**src/rtl/spi_pkg.sv**
```systemverilog
// Shared types and helpers for the SPI frame receiver.
package spi_pkg;

  typedef enum logic {
    IDLE   = 1'b0,
    ACTIVE = 1'b1
  } state_t;

  function automatic int clog2(input int value);
    int result;
    result = 0;
    for (int v = value - 1; v > 0; v = v >> 1) result++;
    return result;
  endfunction

  // The bit counter must hold WIDTH itself, not just WIDTH-1.
  function automatic int cnt_width(input int width);
    return clog2(width + 1);
  endfunction

endpackage

```
**src/rtl/spi_sync.sv**
```systemverilog
// Single-bit synchronizer of configurable depth, cleared by synchronous reset.
module spi_sync #(
  parameter int STAGES = 2
) (
  input  logic clk,
  input  logic rst,
  input  logic d,
  output logic q
);

  logic [STAGES-1:0] ff;

  always_ff @(posedge clk) begin
    if (rst) ff <= '0;
    else     ff <= {ff[STAGES-2:0], d};
  end

  assign q = ff[STAGES-1];

endmodule

```
**src/rtl/spi_frame_rx.sv**
```systemverilog
// SPI mode-0 peripheral receiver with single-entry output register and overrun flag.
// Optional transmit path enabled by defining SPI_FRAME_TX_EN.
module spi_frame_rx
  import spi_pkg::*;
#(
  parameter int WIDTH       = 16,
  parameter int SYNC_STAGES = 2
) (
  input  logic             clk,
  input  logic             rst,
  input  logic             sck,
  input  logic             sdi,
  input  logic             nss,
  output logic             sdo,
  output logic [WIDTH-1:0] rx_data,
  output logic             rx_valid,
  input  logic             rx_ack,
  output logic             overrun,
  output logic             frame_err,
  input  logic [WIDTH-1:0] tx_data,
  output logic             busy
);

  localparam int CW = cnt_width(WIDTH);
  localparam logic [CW-1:0] CNT_FULL = CW'(WIDTH);

  logic sck_s, sdi_s, nss_s;
  logic sck_q, nss_q;
  logic sck_rise, nss_fall, nss_rise;
  logic frame_done;

  state_t          state;
  logic [CW-1:0]   cnt;
  logic [WIDTH-1:0] rx_sr;

  spi_sync #(.STAGES(SYNC_STAGES)) u_sync_sck (.clk(clk), .rst(rst), .d(sck), .q(sck_s));
  spi_sync #(.STAGES(SYNC_STAGES)) u_sync_sdi (.clk(clk), .rst(rst), .d(sdi), .q(sdi_s));
  spi_sync #(.STAGES(SYNC_STAGES)) u_sync_nss (.clk(clk), .rst(rst), .d(nss), .q(nss_s));

  assign sck_rise   = sck_s & ~sck_q;
  assign nss_fall   = ~nss_s & nss_q;
  assign nss_rise   = nss_s & ~nss_q;
  assign frame_done = (cnt == CNT_FULL);

  always_ff @(posedge clk) begin
    if (rst) begin
      state     <= IDLE;
      busy      <= 1'b0;
      cnt       <= '0;
      rx_sr     <= '0;
      sck_q     <= 1'b0;
      nss_q     <= 1'b0;
      frame_err <= 1'b0;
      rx_data   <= '0;
      rx_valid  <= 1'b0;
      overrun   <= 1'b0;
    end else begin
      sck_q     <= sck_s;
      nss_q     <= nss_s;
      frame_err <= 1'b0;

      case (state)
        IDLE: begin
          if (nss_fall) begin
            state <= ACTIVE;
            busy  <= 1'b1;
            cnt   <= '0;
            rx_sr <= '0;
          end
        end
        ACTIVE: begin
          if (nss_rise) begin
            state     <= IDLE;
            busy      <= 1'b0;
            cnt       <= '0;
            rx_sr     <= '0;
            frame_err <= (cnt != '0) && !frame_done;
          end else if (frame_done) begin
            cnt <= '0;
          end else if (sck_rise) begin
            rx_sr <= {rx_sr[WIDTH-2:0], sdi_s};
            cnt   <= cnt + 1'b1;
          end
        end
      endcase

      // A completing frame wins over a bare acknowledge; a coincident ack frees the slot.
      if (frame_done) begin
        if (!rx_valid || rx_ack) begin
          rx_data  <= rx_sr;
          rx_valid <= 1'b1;
          overrun  <= 1'b0;
        end else begin
          overrun  <= 1'b1;
        end
      end else if (rx_ack && rx_valid) begin
        rx_valid <= 1'b0;
        overrun  <= 1'b0;
      end
    end
  end

`ifdef SPI_FRAME_TX_EN
  logic [WIDTH-1:0] tx_sr;
  logic             skip_fall;
  logic             sck_fall;

  assign sck_fall = ~sck_s & sck_q;

  // The sck fall right after a frame's last bit must not shift the freshly reloaded word.
  always_ff @(posedge clk) begin
    if (rst) begin
      tx_sr     <= '0;
      skip_fall <= 1'b0;
    end else if (state == IDLE) begin
      if (nss_fall) tx_sr <= tx_data;
      skip_fall <= 1'b0;
    end else if (frame_done) begin
      tx_sr     <= tx_data;
      skip_fall <= 1'b1;
    end else if (sck_fall) begin
      if (skip_fall) skip_fall <= 1'b0;
      else           tx_sr     <= {tx_sr[WIDTH-2:0], 1'b0};
    end
  end

  assign sdo = busy & tx_sr[WIDTH-1];
`else
  logic unused_tx;
  assign unused_tx = ^tx_data;
  assign sdo       = 1'b0;
`endif

endmodule

```
**config.mk**
```make
export PLATFORM = sky130hd
export DESIGN_NAME = spi_frame_rx
export DESIGN_NICKNAME = d
export VERILOG_FILES = /design/src/rtl/spi_pkg.sv /design/src/rtl/spi_sync.sv /design/src/rtl/spi_frame_rx.sv
export SDC_FILE = /design/constraint.sdc
export NUM_CORES = 1
export LEC_CHECK = 0
export CAP_MARGIN = 15
export CORE_ASPECT_RATIO = 0.8
export CORE_MARGIN = 3
export CORE_UTILIZATION = 40
export CTS_BUF_LIST = sky130_fd_sc_hd__clkbuf_8
export CTS_CLUSTER_DIAMETER = 60
export DETAILED_ROUTE_END_ITERATION = 16
export GPL_TIMING_DRIVEN = 0
export PLACE_DENSITY = 0.69
export SLEW_MARGIN = 20
export SYNTH_ARGS = -nofsm -noshare
export SYNTH_HDL_FRONTEND = slang
export SYNTH_SLANG_ARGS = --single-unit
```
**constraint.sdc**
```tcl
create_clock -name clk -period 4.4 [get_ports clk]
set_clock_uncertainty 0.15 [all_clocks]
set_input_delay 0.88 -clock clk [delete_from_list [all_inputs] [get_ports clk]]
set_output_delay 0.88 -clock clk [all_outputs]
set_load 0.01 [all_outputs]
```
==> results.json <==
{
  "status": "finished clean",
  "hpwlAfterDp_um": 2520,
  "synth-seq-cells": 50,
  "fmax_ghz": 0.416,
  "root_buffer": "clkbuf_8",
  "synthesis.nets": 212,
  "first_iter_violations": 56,
  "dr.pass1.iters": 4,
  "tightest_slew_ps": 595,
  "vias_per_cell": 4.99,
  "rrSetupSlack_ps": 2230,
  "crit_fanout": 10,
  "die_h_um": 66.7,
  "synth_ff_type": "dfxtp_1",
  "diodes": 0,
  "grtUsageTotal": 0.136,
  "yosysMostFrequentCell": "dfxtp_1",
  "peakVddDrop_uv": 270,
  "drive_gt1_frac": 0.149,
  "synth_area_leaders": "dfxtp_1, nand2_1, a22o_2",
  "wl_per_cell_um": 12.5,
  "initial_utilization": 0.427,
  "max_cap_violations": 0,
  "clk_latency_ps": 290,
  "report.final.slew_viol_count": 0,
  "cts_buffer_depth": 2,
  "yosysTopAreaCellShare": 0.544,
  "synth_top_area_cell": "dfxtp_1",
  "yosysSeqAreaShare": 0.544,
  "cts_setup_buffers": 0,
  "rsz0062_at_grt": "no",
  "period_needed_ps": 2410,
  "dr_total_vias": 1386,
  "antenna_found_initial": 0,
  "postCtsResizedCells": 0,
  "ctsHoldBuffers": 0,
  "portBuffers": 25,
  "syn_avg_cell_area_um2": 9.78,
  "die_w_um": 81.8,
  "finalHoldViolations": 0,
  "grt_pass1_wl_um": 5690,
  "cts_max_level": 2,
  "p_per_area_nw_per_um2": 358,
  "rows": 21,
  "cp-start-kind": "input pin",
  "drc": 0,
  "max-slew-margin-rel": 0.600,
  "gp_congestion": 0.871,
  "slowest_delay_ps": 480,
  "grt_pass1_vias": 1255,
  "wl_um": 3480,
  "worstPathRequired_ps": 4480,
  "p_leak_nw": 0.810,
  "synth-warning-count": 0,
  "core_um2": 4310,
  "worstSetupPathType": "input pin to flip-flop",
  "setup_tns_ps": 0,
  "arrival_ps": 2490,
  "grt-ovfl-total": 0,
  "cp_cell_sequence": "clkdlybuf4s50_1, nand2b_1, nor4_4, buf_6, nand2_1, mux2i_1",
  "cts_sinks": 50,
  "utilization": 0.528,
  "synth_commonest_cells": "dfxtp_1, nand2_1, a21oi_1, a22o_2, nor2b_1",
  "grt_max_degree": 17,
  "setup_violations": 0,
  "fp.dieArea_um2": 5450,
  "ant_nets": 0,
  "area_growth_pct": 23.6,
  "synth-edff-count": 0,
  "numCtsBuffers": 5,
  "synthArstFlopShare": 0,
  "io_pins": 43,
  "fin_crit_sh": 0.547,
  "hp-class": "flip-flop to flip-flop",
  "crit_path_end_kind": "flip-flop",
  "syn_area_um2": 1840,
  "path_clk_slew_ps": 90,
  "nets": 244,
  "cts_tree": "done",
  "synth_cell_types": 32,
  "critical-path-slowest-cell": "nor4_4",
  "syn_inst": 188
}
[power by group]
group	internal, mW	switching, mW
Sequential	0.457	0.00200
Clock	0.170	0.151
Combinational	0.0148	0.0178
[path summary, 6_finish.rpt]
check                   startpoint          endpoint  cells after the start
setup / recovery               rst            cnt[2]                      6
hold / removal    u_sync_sck.ff[0]  u_sync_sck.ff[1]                      1
setup reg to reg            cnt[0]            cnt[2]                      8
hold reg to reg   u_sync_sck.ff[0]  u_sync_sck.ff[1]                      1
[through the flow]
step | cells | hold WS, ps | area [um2] | setup WS (ps) | power [mW]
after global routing | 278 | 317 | 2270 | 1880 | 0.842
after floorplan | 188 | 264 | 1840 | 2420 | 0.489
after detailed placement | 270 | 279 | 2160 | 1670 | 0.502
after global placement | 270 | 269 | 2160 | 1730 | 0.501
after CTS | 278 | 301 | 2270 | 1980 | 0.821
final | 278 | 298 | 2270 | 1990 | 0.813
[cell type report]
| cell class | instances | area, um2 |
|---|---|---|
| Clock inverter | 3 | 43.8 |
| Inverter | 3 | 11.3 |
| Multi-Input combinational cell | 124 | 749 |
| Timing Repair Buffer | 25 | 250 |
| Buffer | 11 | 77.6 |
| Tap cell | 57 | 71.3 |
| Fill cell | 414 | 2040 |
| Sequential cell | 50 | 1000 |
| Clock buffer | 5 | 68.8 |
[sequential cells by signal (all words and copies together), names as in the netlist]
name	count
overrun	1
rx_valid	1
rx_data	16
sck_q	1
busy	1
u_sync_sdi.ff	2
rx_sr	16
frame_err	1
u_sync_nss.ff	2
u_sync_sck.ff	2
nss_q	1
cnt	5
state	1
[layer usage]
layer / routed length, um / share of wire / GRT usage
met1: 1830 / 0.53 / 0.186
met2: 1520 / 0.44 / 0.205
met3: 115 / 0.033 / 0.0405
met4: 10 / 0.0029 / 0.0415
met5: 0 / 0 / 0
[worst max-delay path, delay by kind of cell]
family                 cells  cell delay, ps
buffers and inverters      2             690
and+or+nand+nor            3             800
muxes                      1             110
[cells by family (layout without fill, tap and decap cells)]
kind of cell / count (synthesis) / after routing / synth area share
AND/OR/NAND/NOR: 70 / 70 / 0.188
flip-flops: 50 / 50 / 0.544
AO/OA/AOI/OAI: 49 / 49 / 0.193
buffers and inverters: 14 / 47 / 0.0483
adder cells (fa/ha/maj): 2 / 2 / 0.0136
multiplexers: 2 / 2 / 0.0109
other: 1 / 1 / 0.00204
[placed cells by master, fill, tap and decap left out]
master / n
a21oi_1: 23
and2_2: 1
dfxtp_1: 50
buf_6: 4
nand4_1: 2
a22o_1: 2
mux2i_1: 2
nor2_1: 3
buf_4: 1
nor3_1: 1
inv_1: 3
nor2b_1: 10
o211ai_1: 1
bufinv_16: 1
nand3_1: 7
a21boi_4: 1
ha_1: 2
a211oi_1: 2
o21ai_1: 1
o21ba_2: 1
clkinv_2: 1
a22o_2: 14
inv_6: 1
clkbuf_2: 1
o21ai_0: 2
clkbuf_8: 5
clkbuf_1: 4
o2111ai_1: 1
nor4_1: 1
conb_1: 1
nor4_4: 1
clkdlybuf4s50_1: 25
nand2b_1: 5
nand2_1: 38
nor4bb_1: 1
buf_2: 1
o31ai_1: 1
(Power assumes the default switching activity.)
